<file path="src/rtl/de2_115_sopc_key_pio.sv">
// Avalon-MM input PIO: synchronizes and debounces board inputs, captures selected edges
// and raises a level interrupt for unmasked captured edges.
module de2_115_sopc_key_pio #(
  parameter int unsigned WIDTH           = 4,
  parameter int unsigned DEBOUNCE_CYCLES = 50000,
  parameter int unsigned EDGE_MODE       = 1,
  parameter bit          IDLE_LEVEL      = 1'b1
) (
  input  logic             clk,
  input  logic             reset_n,
  input  logic [1:0]       address,
  input  logic             chipselect,
  input  logic             write_n,
  input  logic [31:0]      writedata,
  output logic [31:0]      readdata,
  input  logic [WIDTH-1:0] in_port,
  output logic             irq
);

  // A zero-cycle debounce still needs a 1-bit counter type to stay legal.
  localparam int unsigned CntW    = (DEBOUNCE_CYCLES > 0) ? $clog2(DEBOUNCE_CYCLES + 1) : 1;
  localparam int unsigned CntLast = (DEBOUNCE_CYCLES > 0) ? DEBOUNCE_CYCLES - 1 : 0;
  localparam logic [CntW-1:0]  CntMax  = CntW'(CntLast);
  localparam logic [WIDTH-1:0] IdleVec = {WIDTH{IDLE_LEVEL}};

  localparam logic [1:0] AddrData = 2'd0;
  localparam logic [1:0] AddrMask = 2'd2;
  localparam logic [1:0] AddrEdge = 2'd3;

  typedef enum logic {StIdleMatch, StCounting} db_state_e;

  logic [WIDTH-1:0] sync1_q, sync2_q;
  logic [WIDTH-1:0] stable_q, stable_d;
  logic [WIDTH-1:0] prev_q;
  logic [CntW-1:0]  cnt_q [WIDTH];
  logic [CntW-1:0]  cnt_d [WIDTH];
  db_state_e        db_state [WIDTH];
  logic [WIDTH-1:0] irqmask_q, irqmask_d;
  logic [WIDTH-1:0] edgecap_q, edgecap_d;
  logic [WIDTH-1:0] rise, fall, edge_set, edge_clr;
  logic             wr_en;
  logic             unused_wdata;

  assign unused_wdata = ^writedata;
  assign wr_en        = chipselect & ~write_n;

  always_ff @(posedge clk or negedge reset_n) begin
    if (!reset_n) begin
      sync1_q <= IdleVec;
      sync2_q <= IdleVec;
    end else begin
      sync1_q <= in_port;
      sync2_q <= sync1_q;
    end
  end

  // Per-bit debounce: the state is implied by whether sync2 disagrees with stable.
  always_comb begin
    stable_d = stable_q;
    for (int i = 0; i < WIDTH; i++) begin
      cnt_d[i]    = cnt_q[i];
      db_state[i] = (sync2_q[i] == stable_q[i]) ? StIdleMatch : StCounting;
    end
    if (DEBOUNCE_CYCLES == 0) begin
      stable_d = sync2_q;
      for (int i = 0; i < WIDTH; i++) begin
        cnt_d[i] = '0;
      end
    end else begin
      for (int i = 0; i < WIDTH; i++) begin
        unique case (db_state[i])
          StIdleMatch: cnt_d[i] = '0;
          StCounting: begin
            if (cnt_q[i] == CntMax) begin
              stable_d[i] = sync2_q[i];
              cnt_d[i]    = '0;
            end else begin
              cnt_d[i] = cnt_q[i] + CntW'(1);
            end
          end
          default: cnt_d[i] = '0;
        endcase
      end
    end
  end

  always_ff @(posedge clk or negedge reset_n) begin
    if (!reset_n) begin
      stable_q <= IdleVec;
      prev_q   <= IdleVec;
      for (int i = 0; i < WIDTH; i++) begin
        cnt_q[i] <= '0;
      end
    end else begin
      stable_q <= stable_d;
      prev_q   <= stable_q;
      for (int i = 0; i < WIDTH; i++) begin
        cnt_q[i] <= cnt_d[i];
      end
    end
  end

  always_comb begin
    rise = stable_q & ~prev_q;
    fall = ~stable_q & prev_q;
    if (EDGE_MODE == 0) begin
      edge_set = rise;
    end else if (EDGE_MODE == 1) begin
      edge_set = fall;
    end else begin
      edge_set = rise | fall;
    end
  end

  // Write-1-to-clear; a coincident new edge takes priority over the clear.
  always_comb begin
    irqmask_d = irqmask_q;
    edge_clr  = '0;
    if (wr_en && (address == AddrMask)) begin
      irqmask_d = writedata[WIDTH-1:0];
    end
    if (wr_en && (address == AddrEdge)) begin
      edge_clr = writedata[WIDTH-1:0];
    end
    edgecap_d = (edgecap_q & ~edge_clr) | edge_set;
  end

  always_ff @(posedge clk or negedge reset_n) begin
    if (!reset_n) begin
      irqmask_q <= '0;
      edgecap_q <= '0;
    end else begin
      irqmask_q <= irqmask_d;
      edgecap_q <= edgecap_d;
    end
  end

  assign irq = |(edgecap_q & irqmask_q);

  always_comb begin
    readdata = '0;
    case (address)
      AddrData: readdata[WIDTH-1:0] = stable_q;
      AddrMask: readdata[WIDTH-1:0] = irqmask_q;
      AddrEdge: readdata[WIDTH-1:0] = edgecap_q;
      default:  readdata = '0;
    endcase
  end

endmodule
</file>
<file path="config.mk">
export PLATFORM = sky130hd
export DESIGN_NAME = de2_115_sopc_key_pio
export DESIGN_NICKNAME = d
export VERILOG_FILES = /design/src/rtl/de2_115_sopc_key_pio.sv
export SDC_FILE = /design/constraint.sdc
export NUM_CORES = 1
export LEC_CHECK = 0
export BUFFER_PORTS_ARGS = -buffer_cell sky130_fd_sc_hd__buf_2
export CAP_MARGIN = 30
export CORE_MARGIN = 4
export CORE_UTILIZATION = 25
export CTS_BUF_LIST = sky130_fd_sc_hd__clkbuf_4 sky130_fd_sc_hd__clkbuf_8 sky130_fd_sc_hd__clkbuf_16
export CTS_CLUSTER_SIZE = 10
export DETAILED_ROUTE_END_ITERATION = 16
export PLACE_DENSITY = 0.53
export SLEW_MARGIN = 15
export SYNTH_ARGS = -nofsm -noshare
export SYNTH_HDL_FRONTEND = slang
export SYNTH_SLANG_ARGS = --single-unit
</file>
<file path="constraint.sdc">
create_clock -name clk -period 1.9 [get_ports clk]
set_clock_uncertainty 0.15 [all_clocks]
set_input_delay 0.095 -clock clk [delete_from_list [all_inputs] [get_ports clk]]
set_output_delay 0.095 -clock clk [all_outputs]
set_load 0.005 [all_outputs]
</file>
==> impl_metrics.ini <==
[run_status]
status = complete, no violations

[logic_synthesis]
synth_common_cells = nor2_1, dfrtp_1, xnor2_1
yosysTopAreaCell = dfrtp_1
yosys_register_bits = 88
yosysMostFrequentCell = nor2_1
syn_inst = 413
synth_edf_count = 0
synth-main-ff-cell = dfrtp_1
synthArstFlopShare_pct = 100
yosys_warnings = 0
synth.top_cell.area_share_pct = 42.3
netlist_area_sq_um = 4260
synth.area.top_cells = dfrtp_1, xnor2_1, dfstp_2
syn_avg_cell_area_sq_um = 10.3
yosysSeqAreaShare_pct = 52.2
synth_cell_types = 31

[floorplan]
die_x_microns = 138
die_h_microns = 138
num_rows = 47
ioPinCount = 75
initial_utilization_pct = 25.6
die_area_sq_um = 19200
core-area_sq_um = 16600

[sta]
finalSetupViolations = 0
hold_viol_final = 0
fin_ws_ns = 0.136
fin_setup_tns_ns = 0
period_share_pct = 92.9
finalMaxSlewViolations = 0
hold_slack_ns = 0.0740
fin_crit_ns = 1.76
fmax_mhz = 567
rsz0062_at_grt = no

[grt]
antenna_found_initial = 0
grt_remaining_overflow = 0
grt_pass1_wl_mm = 13.9
grt_pass1_vias = 2941
grt_max_degree = 41
grt_util_all_layers_pct = 8.56

[layout]
final_layout_size_suffix_gt1_share_pct = 16.8
post-route-util_pct = 30.1
fillCellCount = 1736
final_cells = 685
areaGrowthSynthToFinish_pct = 17.8
fin_nets = 506
diodes = 0
fin_area_sq_um = 5010

[power]
p_leak_nw = 2.03
combPwrFrac_pct = 6.1
cellInternalPower_mw = 3.09
irDropWorstVdd_mv = 0.444
p_sw_mw = 0.956
swShare_pct = 23.7
p_seq_share_pct = 49.5
p_clk_share_pct = 44.5
power.density_nw_per_um2 = 806
power_mw = 4.04

[place]
dp_hpwl_mm = 5.51
placed_area_sq_um = 4610
gp_congestion = 0.756
pre_cts_ws_ns = 0.112
place_inst = 660
port_buffers = 18

[worst_setup_path]
crit_type = reg2reg
crit_required_ns = 2.02
critPathBufInv = 0
path_max_fanout = 3
cp_slowest_stage_delay_ns = 0.42
endpoint_kind = flip-flop
critPathLaunchType = flip-flop
cp_cell_sequence = nor4b_2 -> nand3b_1 -> nor4_1 -> mux2_2
path_delay_family = simple AND/OR/NAND/NOR gates
crit_slowest_cell = dfrtp_1
worstPathArrival_ns = 1.88

[hold_path]
holdCritPathClass = in2async

[job]
max_cap_violations = 0

[route]
drt-pass1-iter-count = 4
wl_per_cell_microns = 11.5
via_count = 2922
drc = 0
viasPerCell = 4.27
antenna_left = 0
finalWirelength_mm = 7.88
drt_iter0_markers = 146

[clock_network]
cts_buffers = 9
clk_pin_slew_worst_paths_ns = 0.07
cts-root-buf = clkbuf_16
cts_tree = done
insertion_delay_ns = 0.34
htree_levels = 3
cts_num_sinks = 88
cts_buffer_depth = 2
## power groups by stage
stage	sequential, mW	clock, mW	combinational (mW)
floorplan	2.02	0	0.169
global placement	2.03	0	0.232
detailed placement	2.03	0	0.237
CTS	2.00	1.86	0.253
global route	2.01	1.95	0.287
finish	2.00	1.80	0.246
## state kept, by name (all words and copies together) (netlist names)
signal,count
cnt_q,64
edgecap_q,4
irqmask_q,4
prev_q,4
stable_q,4
sync1_q,4
sync2_q,4
## placed cells by master (no fill, tap or decap), types with 5 or more instances in the layout
cell type      synthesis  final
nor2_1                73     73
dfrtp_1               72     72
xnor2_1               50     50
conb_1                 1     28
nand3_1               25     25
nand2_1               21     21
inv_1                 17     17
buf_2                  4     17
buf_4                 28     16
dfstp_2               16     16
nand4_1               15     15
nor4_1                16     15
nor3_1                15     15
xor2_1                10     10
clkbuf_16              0      9
dlygate4sd3_1          0      9
o21ai_0                8      8
mux2_2                 8      8
nor4bb_1               7      7
and3_1                 5      5
## worst paths after layout
kind	startpoint	slack, ns	end	cells past startpoint
setup reg to reg	cnt_q[61]$_DFF_PN0_	0.14	stable_q[0]$_DFFE_PN1P_	4
max in group asynchronous	reset_n	0.85	sync2_q[0]$_DFF_PN1_	3
setup / recovery	cnt_q[61]$_DFF_PN0_	0.14	stable_q[0]$_DFFE_PN1P_	4
hold / removal	reset_n	0.07	cnt_q[3]$_DFF_PN0_	2
min in group clk	write_n	0.12	irqmask_q[2]$_DFFE_PN0P_	4
hold reg to reg	sync1_q[1]$_DFF_PN1_	0.21	sync2_q[1]$_DFF_PN1_	0
## per-layer routing
| metal | global-route usage (%) | wire [microns] |
|---|---|---|
| met5 | 0 | 0 |
| met3 | 1.42 | 273 |
| met2 | 14.0 | 3740 |
| met1 | 11.1 | 3730 |
| met4 | 3.90 | 140 |
## timing repair
item	in CTS	in global routing
endpoints found under the hold margin	88	0
setup endpoints to repair	0	1
hold buffers	9	0
buffers inserted	0	0
resized for setup	0	1
## cells by family after synthesis
group	after synthesis	share of synthesized area (%)
multiplexers	12	3.06
AO/OA/AOI/OAI	11	1.94
other	1	0.0881
XOR/XNOR	60	12.3
AND/OR/NAND/NOR	186	21.9
adder cells (fa/ha/maj)	4	1.18
buffers and inverters	51	7.26
flip-flops	88	52.2
## layout make-up
type / count / area [sq um] / area share, %
multi-input combinational: 301 / 1830 / 36.5
tap: 220 / 275 / 5.49
sequential: 88 / 2220 / 44.3
inverter: 17 / 63.8 / 1.27
timing repair buffer: 43 / 315 / 6.29
clock inverter: 7 / 80.1 / 1.60
clock buffer: 9 / 225 / 4.49
No activity file was read; power rests on OpenSTA's default activity.
